--- config.mk ---
export PLATFORM = sky130hd
export DESIGN_NAME = multicycle_ctrl
export DESIGN_NICKNAME = d
export VERILOG_FILES = /design/src/rtl/rv_ctrl_pkg.sv /design/src/rtl/opcode_class_decode.sv /design/src/rtl/multicycle_ctrl.sv
export SDC_FILE = /design/constraint.sdc
export NUM_CORES = 1
export LEC_CHECK = 0
export CAP_MARGIN = 15
export CORE_MARGIN = 1.5
export CORE_UTILIZATION = 45
export CTS_BUF_LIST = sky130_fd_sc_hd__clkbuf_4 sky130_fd_sc_hd__clkbuf_8
export DETAILED_ROUTE_END_ITERATION = 16
export PLACE_DENSITY = 0.8
export SYNTH_ARGS = -nofsm -noshare
export SYNTH_HDL_FRONTEND = slang
export SYNTH_SLANG_ARGS = --single-unit
--- constraint.sdc ---
create_clock -name i_clk -period 2.3 [get_ports i_clk]
set_input_delay 0.345 -clock i_clk [delete_from_list [all_inputs] [get_ports i_clk]]
set_output_delay 0.345 -clock i_clk [all_outputs]
set_load 0.02 [all_outputs]
--- src/rtl/rv_ctrl_pkg.sv ---
// Shared encodings for the multi-cycle sequencer: FSM states, opcodes,
// immediate formats and instruction classes.
package rv_ctrl_pkg;

  typedef enum logic [2:0] {
    StIdle,
    StDecode,
    StExecute,
    StMemory,
    StWriteback
  } state_e;

  typedef enum logic [3:0] {
    ClsIllegal,
    ClsLui,
    ClsAuipc,
    ClsJal,
    ClsJalr,
    ClsLoad,
    ClsOpImm,
    ClsStore,
    ClsBranch,
    ClsOp
  } instr_class_e;

  localparam logic [6:0] OPC_LUI    = 7'b0110111;
  localparam logic [6:0] OPC_AUIPC  = 7'b0010111;
  localparam logic [6:0] OPC_JAL    = 7'b1101111;
  localparam logic [6:0] OPC_JALR   = 7'b1100111;
  localparam logic [6:0] OPC_LOAD   = 7'b0000011;
  localparam logic [6:0] OPC_OP_IMM = 7'b0010011;
  localparam logic [6:0] OPC_STORE  = 7'b0100011;
  localparam logic [6:0] OPC_BRANCH = 7'b1100011;
  localparam logic [6:0] OPC_OP     = 7'b0110011;

  localparam logic [2:0] IMM_NONE = 3'd0;
  localparam logic [2:0] IMM_I    = 3'd1;
  localparam logic [2:0] IMM_S    = 3'd2;
  localparam logic [2:0] IMM_B    = 3'd3;
  localparam logic [2:0] IMM_U    = 3'd4;
  localparam logic [2:0] IMM_J    = 3'd5;

endpackage

--- src/rtl/opcode_class_decode.sv ---
// Purely combinational opcode classifier: opcode -> {class, immediate format, legal}.
module opcode_class_decode
  import rv_ctrl_pkg::*;
(
  input  logic [6:0]   i_opcode,
  output instr_class_e o_class,
  output logic [2:0]   o_imm_sel,
  output logic         o_legal
);

  always_comb begin
    o_class   = ClsIllegal;
    o_imm_sel = IMM_NONE;
    o_legal   = 1'b1;
    case (i_opcode)
      OPC_LUI:    begin o_class = ClsLui;    o_imm_sel = IMM_U; end
      OPC_AUIPC:  begin o_class = ClsAuipc;  o_imm_sel = IMM_U; end
      OPC_JAL:    begin o_class = ClsJal;    o_imm_sel = IMM_J; end
      OPC_JALR:   begin o_class = ClsJalr;   o_imm_sel = IMM_I; end
      OPC_LOAD:   begin o_class = ClsLoad;   o_imm_sel = IMM_I; end
      OPC_OP_IMM: begin o_class = ClsOpImm;  o_imm_sel = IMM_I; end
      OPC_STORE:  begin o_class = ClsStore;  o_imm_sel = IMM_S; end
      OPC_BRANCH: begin o_class = ClsBranch; o_imm_sel = IMM_B; end
      OPC_OP:     begin o_class = ClsOp;     o_imm_sel = IMM_NONE; end
      default:    o_legal = 1'b0;
    endcase
  end

endmodule

--- src/rtl/multicycle_ctrl.sv ---
// Multi-cycle DECODE/EXECUTE/MEMORY/WRITEBACK sequencer with instruction register,
// memory-wait timeout and retired-instruction counter.
module multicycle_ctrl
  import rv_ctrl_pkg::*;
#(
  parameter int unsigned MEM_TIMEOUT = 16
) (
  input  logic        i_clk,
  input  logic        i_rst,
  input  logic        i_instr_valid,
  input  logic [31:0] i_instruction,
  output logic        o_instr_ready,
  input  logic        i_mem_done,
  output logic [31:0] o_ir,
  output logic        o_imm_en,
  output logic [2:0]  o_imm_sel,
  output logic        o_alu_src_imm,
  output logic        o_mem_re,
  output logic        o_mem_we,
  output logic        o_reg_we,
  output logic        o_pc_we,
  output logic        o_illegal,
  output logic        o_mem_err,
  output logic [31:0] o_instret
);

  localparam int unsigned CntW = $clog2(MEM_TIMEOUT) + 1;

  state_e          r_state;
  logic [31:0]     r_ir;
  logic [31:0]     r_instret;
  logic [CntW-1:0] r_wait;

  instr_class_e w_class;
  logic [2:0]   w_imm_sel;
  logic         w_legal;
  logic         w_is_load;
  logic         w_is_store;
  logic         w_timeout;

  opcode_class_decode u_decode (
    .i_opcode  (r_ir[6:0]),
    .o_class   (w_class),
    .o_imm_sel (w_imm_sel),
    .o_legal   (w_legal)
  );

  assign w_is_load  = (w_class == ClsLoad);
  assign w_is_store = (w_class == ClsStore);
  assign w_timeout  = (r_wait == CntW'(MEM_TIMEOUT - 1));
  assign o_ir       = r_ir;
  assign o_instret  = r_instret;

  // Strobes are held low while reset is asserted so an abandoned access stays silent.
  always_comb begin
    o_instr_ready = 1'b0;
    o_imm_en      = 1'b0;
    o_imm_sel     = IMM_NONE;
    o_alu_src_imm = 1'b0;
    o_mem_re      = 1'b0;
    o_mem_we      = 1'b0;
    o_reg_we      = 1'b0;
    o_pc_we       = 1'b0;
    o_illegal     = 1'b0;
    o_mem_err     = 1'b0;
    if (!i_rst) begin
      unique case (r_state)
        StIdle: o_instr_ready = 1'b1;
        StDecode: begin
          if (w_legal) begin
            o_imm_en  = 1'b1;
            o_imm_sel = w_imm_sel;
          end else begin
            o_illegal = 1'b1;
          end
        end
        StExecute: begin
          o_alu_src_imm = !(w_class == ClsOp || w_class == ClsBranch);
          o_pc_we       = (w_class == ClsBranch);
        end
        StMemory: begin
          o_mem_re = w_is_load;
          o_mem_we = w_is_store;
          if (i_mem_done) o_pc_we = w_is_store;
          else o_mem_err = w_timeout;
        end
        StWriteback: begin
          o_reg_we = |r_ir[11:7];
          o_pc_we  = 1'b1;
        end
        default: ;
      endcase
    end
  end

  always_ff @(posedge i_clk) begin
    if (i_rst) begin
      r_state   <= StIdle;
      r_ir      <= '0;
      r_wait    <= '0;
      r_instret <= '0;
    end else begin
      if (o_pc_we) r_instret <= r_instret + 32'd1;
      unique case (r_state)
        StIdle: begin
          if (i_instr_valid) begin
            r_ir    <= i_instruction;
            r_state <= StDecode;
          end
        end
        StDecode: r_state <= w_legal ? StExecute : StIdle;
        StExecute: begin
          r_wait <= '0;
          if (w_is_load || w_is_store) r_state <= StMemory;
          else if (w_class == ClsBranch) r_state <= StIdle;
          else r_state <= StWriteback;
        end
        StMemory: begin
          if (i_mem_done) r_state <= w_is_load ? StWriteback : StIdle;
          else if (w_timeout) r_state <= StIdle;
          else r_wait <= r_wait + CntW'(1);
        end
        StWriteback: r_state <= StIdle;
        default: r_state <= StIdle;
      endcase
    end
  end

endmodule

==> impl_summary.log <==
INFO  metric fin_crit_sh = 95.73%
INFO  metric globalRouteMet1Util = roughly 28%
INFO  metric reg2reg_depth = 7
INFO  metric wl_per_cell = 14.08 um
INFO  metric timing.critical_path.cells = nor2b_1 -> o21bai_1 -> a21oi_1 -> or2_2 -> a31oi_1 -> clkdlybuf4s15_1
INFO  metric dominantRegCellSynth = sky130_fd_sc_hd__dfxtp_1
INFO  metric grt_overflow = 0
INFO  metric synth.yosys.seq_area_share = 42.40%
INFO  metric critPathCapture = o_illegal
INFO  metric number_of_antenna_violations_at_the_first_check_in_global_routing = 0
INFO  metric tritoncts = built
INFO  metric worst_hold_path_type = primary input to flip-flop
INFO  metric ios = 112
INFO  metric path_clk_slew = 0.07 ns
INFO  metric grt_first_pass_wirelength = 15,070 um
INFO  metric cp.arrival = 1.86 ns
INFO  metric required_time_at_the_worst_slack_endpoint = 1.96 ns
INFO  metric port_buffers = 111
INFO  metric crit_type = flip-flop to output port
INFO  metric synth_enable_flop_cells = 0
INFO  metric rsz_0062_raised_after_global_routing = no
INFO  metric num_rows = 31
INFO  metric vdd.ir_drop.worst = 335.1 uV
INFO  metric antenna_left = 0
INFO  metric finalNetCount = approximately 600
INFO  metric wirelength = slightly above 9000 um
INFO  metric maxSlewHeadroom = 53.78%
INFO  metric setup_viol_count_final = 0
INFO  metric intPower = roughly 2.1 mW
INFO  metric post_route_cells_drive_above_1_share = 13.68%
INFO  metric power_per_cell_area = about 540 nW/um2
INFO  metric report.final.slew_viol_count = 0
INFO  metric clkSinkCount = 72
INFO  metric grtUsageMet3 = 4.569%
INFO  metric comb_power_share = about an eighth
INFO  metric postCtsSetupRepairBufs = 0
INFO  metric drt_drc_violations_left = 0
INFO  metric crit_path_top_delay_cell = sky130_fd_sc_hd__dfxtp_1
INFO  metric grt_util_met2 = 38.17%
INFO  metric synth_seq_cells = 72
INFO  metric gp_routability_congestion = ~0.9
INFO  metric drtPass1Iterations = 4
INFO  metric clock_skew = between 0.01 and 0.015 ns
INFO  metric globalRouteTotalUtil = roughly 23%
INFO  metric critical_path.reg2reg.endpoint = o_instret[22]
INFO  metric maxCapViolations = 0
INFO  metric setup.worst_path.start = o_ir[4]
INFO  metric whs = 0.3824 ns
INFO  metric reg2reg_from = o_ir[6]
INFO  metric syn2layout_area_growth = 48.29%
INFO  metric run_status = complete, no violations
INFO  metric via_count_of_the_first_global_routing_pass = 3,237
INFO  metric die-area = 8085 um2
INFO  metric postSynthAreaPerCell = 8.018 um2
INFO  metric critPathMaxFanout = 5
INFO  metric rrSetupSlack = ~0.20 ns
INFO  metric leakagePower = 1.850 nW
INFO  metric timing.final.crit_period = 2.202 ns
INFO  metric die_y = 89.92 um
INFO  metric via_count = around 3,500
INFO  metric share_clk_of_total_power = 39.9%
INFO  metric yosys_warnings = 0
INFO  metric start_util = about 47%
INFO  metric power.switching_fraction = a little under a quarter
INFO  metric ctsLongestPathBuffers = 2
INFO  metric timing.critical_path.to_type = output port
INFO  metric seq_pwr_share = 47.9%
INFO  metric max_clk_rate = between 400 and 500 MHz
INFO  metric final_hold_viol_count = 0
INFO  metric detail_route.iter0.violations = 170
INFO  metric clock_latency = 0.36 ns
INFO  metric tightest_slew = 0.6934 ns
INFO  metric routed_via_density = 5.341
INFO  metric cts_inserted_buffers = 9
INFO  metric psw = around 0.63 mW
INFO  metric placedCellCount = 646
INFO  metric grt_start_max_net_pins = 67
INFO  metric cts-root-buf = sky130_fd_sc_hd__clkbuf_8
INFO  metric cts_max_level = 3
INFO  metric dpl.hpwl = 6719 um
INFO  metric netlist-cell-type-count = between 50 and 60
INFO  metric die_w = 89.92 um
INFO  metric syn-instance-count = approximately 420
INFO  metric core_region_area = 7292 um2
INFO  metric final_cell_count_no_fill = 662
INFO  metric number_of_antenna_diodes = 0
INFO  metric syn-num-nets = 463
INFO  metric syn_area = 3400 um2
INFO  metric biggest_cell_delay_along_the_critical_path = 0.39 ns
INFO  metric asyncSetResetFlopFracSynth = 0%
INFO  metric worst_setup_path_start_kind = flip-flop
INFO  metric grt_most_used_layer = met2
-- synthesized netlist by cell type (2+ instances only) --
library cell | instances | area [um2]
sky130_fd_sc_hd__dfxtp_1 | 72 | 1441
sky130_fd_sc_hd__nand2b_1 | 3 | 18.77
sky130_fd_sc_hd__a21oi_1 | 50 | 250.2
sky130_fd_sc_hd__nor2_1 | 35 | 131.4
sky130_fd_sc_hd__or4_1 | 8 | 60.06
sky130_fd_sc_hd__nor4_1 | 5 | 31.28
sky130_fd_sc_hd__nor2b_1 | 3 | 18.77
sky130_fd_sc_hd__o211ai_1 | 2 | 15.01
sky130_fd_sc_hd__o31ai_1 | 8 | 60.06
sky130_fd_sc_hd__and2_1 | 6 | 37.54
sky130_fd_sc_hd__nand2_1 | 82 | 307.8
sky130_fd_sc_hd__ha_1 | 3 | 37.54
sky130_fd_sc_hd__o21ai_0 | 5 | 25.02
sky130_fd_sc_hd__a31o_2 | 2 | 17.52
sky130_fd_sc_hd__or3_1 | 3 | 18.77
sky130_fd_sc_hd__xnor2_1 | 11 | 96.34
sky130_fd_sc_hd__clkbuf_1 | 23 | 86.33
sky130_fd_sc_hd__nor4b_1 | 2 | 17.52
sky130_fd_sc_hd__nor3_1 | 8 | 40.04
sky130_fd_sc_hd__xor2_1 | 10 | 87.58
sky130_fd_sc_hd__or2_2 | 2 | 12.51
sky130_fd_sc_hd__buf_2 | 6 | 30.03
sky130_fd_sc_hd__inv_1 | 9 | 33.78
sky130_fd_sc_hd__a211oi_1 | 8 | 60.06
sky130_fd_sc_hd__nand4_1 | 9 | 56.30
sky130_fd_sc_hd__a31oi_1 | 4 | 25.02
sky130_fd_sc_hd__and3_1 | 3 | 18.77
sky130_fd_sc_hd__nand3_1 | 10 | 50.05
sky130_fd_sc_hd__nand3b_1 | 2 | 15.01
sky130_fd_sc_hd__a22oi_1 | 2 | 15.01
sky130_fd_sc_hd__o2111ai_1 | 3 | 26.28
sky130_fd_sc_hd__and4_1 | 2 | 17.52
sky130_fd_sc_hd__a2111oi_0 | 2 | 17.52
sky130_fd_sc_hd__nor3b_1 | 3 | 22.52
-- placed cells by master (no fill, tap or decap), types with 2 or more instances in the layout --
cell type                         instances
sky130_fd_sc_hd__clkdlybuf4s50_1         99
sky130_fd_sc_hd__nand2_1                 82
sky130_fd_sc_hd__dfxtp_1                 72
sky130_fd_sc_hd__a21oi_1                 50
sky130_fd_sc_hd__buf_4                   43
sky130_fd_sc_hd__nor2_1                  34
sky130_fd_sc_hd__clkbuf_8                13
sky130_fd_sc_hd__xnor2_1                 11
sky130_fd_sc_hd__nand3_1                 10
sky130_fd_sc_hd__xor2_1                  10
sky130_fd_sc_hd__inv_1                    9
sky130_fd_sc_hd__nand4_1                  9
sky130_fd_sc_hd__nor3_1                   8
sky130_fd_sc_hd__o31ai_1                  8
sky130_fd_sc_hd__or4_1                    8
sky130_fd_sc_hd__a211oi_1                 8
sky130_fd_sc_hd__and2_1                   6
sky130_fd_sc_hd__nor4_1                   5
sky130_fd_sc_hd__o21ai_0                  5
sky130_fd_sc_hd__dlygate4sd2_1            5
sky130_fd_sc_hd__a31oi_1                  4
sky130_fd_sc_hd__nor2b_1                  3
sky130_fd_sc_hd__and3_1                   3
sky130_fd_sc_hd__nand2b_1                 3
sky130_fd_sc_hd__o2111ai_1                3
sky130_fd_sc_hd__ha_1                     3
sky130_fd_sc_hd__clkbuf_2                 3
sky130_fd_sc_hd__or3_1                    2
sky130_fd_sc_hd__or2_2                    2
sky130_fd_sc_hd__nor3b_1                  2
sky130_fd_sc_hd__nand3b_1                 2
sky130_fd_sc_hd__and4_1                   2
sky130_fd_sc_hd__a22oi_1                  2
sky130_fd_sc_hd__a31o_2                   2
sky130_fd_sc_hd__o211ai_1                 2
-- layer usage --
layer / wire [um] / part of all wire (%) / vias to the layer above
li1: - / - / 1760
met1: 4268 / 46 / 1662
met2: 4425 / 47 / 94
met3: 460 / 4.9 / 20
met4: 163 / 1.7 / 0
met5: 0 / 0 / -
-- worst min path at each step --
stage                          from         to  slack (ns)  cells after the start
final                         i_rst  r_wait[1]        0.38                      3
after global routing          i_rst  r_wait[1]        0.41                      3
after CTS                     i_rst  r_wait[1]        0.37                      3
after detailed placement   o_ir[18]   o_ir[18]        0.45                      2
after global placement     o_ir[18]   o_ir[18]        0.44                      2
after floorplan           r_wait[4]  r_wait[4]        0.47                      2
-- power by group through the flow --
stage	Combinational (mW)	Sequential (mW)	Clock, mW
floorplan	0.110	1.37	0
global placement	0.324	1.32	0
detailed placement	0.328	1.33	0
CTS	0.330	1.30	1.10
global route	0.353	1.30	1.14
finish	0.329	1.30	1.08
-- cell type report --
class | count | area [um2]
Multi-Input combinational cell | 313 | 1821
Timing Repair Buffer | 153 | 1400
Clock buffer | 14 | 186.4
Fill cell | 597 | 2251
Sequential cell | 72 | 1441
Clock inverter | 2 | 35.03
Inverter | 9 | 33.78
Tap cell | 99 | 123.9
-- cells by family (layout without fill, tap and decap cells) --
kind of cell / count (synthesis) / after routing / share of synthesized area, %
buffers and inverters: 39 / 178 / 4.637
muxes: 1 / 1 / 0.2945
adders and majority gates: 3 / 3 / 1.104
and+or+nand+nor: 193 / 193 / 27.68
DFF: 72 / 72 / 42.40
xor gates and xnor gates: 21 / 21 / 5.410
AOI/OAI and AO/OA: 95 / 95 / 18.48
-- critical path, delay by kind of cell (launching register included) --
kind	cells	cell delay [ns]
compound gates	3	0.41
flops	1	0.39
buf+inv	1	0.32
simple gates	2	0.38
-- metrics by stage --
stage | area (um2) | utilization [%] | power, mW | setup WS [ns] | TNS (ns)
2_1_floorplan | 3400 | - | 1.480 | 0.1086 | 0
3_3_place_gp | 4827 | 66.20 | 1.649 | -0.04746 | -0.04746
3_5_place_dp | 4827 | 66.20 | 1.655 | -0.03754 | -0.1102
4_1_cts | 5036 | 69.06 | 2.723 | 0.01719 | 0
5_1_grt | 5041 | 69.13 | 2.795 | 0.006456 | 0
6_report | 5041 | 69.13 | 2.707 | 0.09819 | 0
-- flip-flops by register name, indices dropped and copies added, names as in the netlist --
signal,count
o_instret,32
o_ir,32
r_state,3
r_wait,5
-- what timing repair did --
action | in CTS | in global routing
setup endpoints to repair | 11 | 15
gates resized for setup | 16 | 11
hold buffers | 0 | 0
Note: power is estimated with default switching activity, not from simulation.
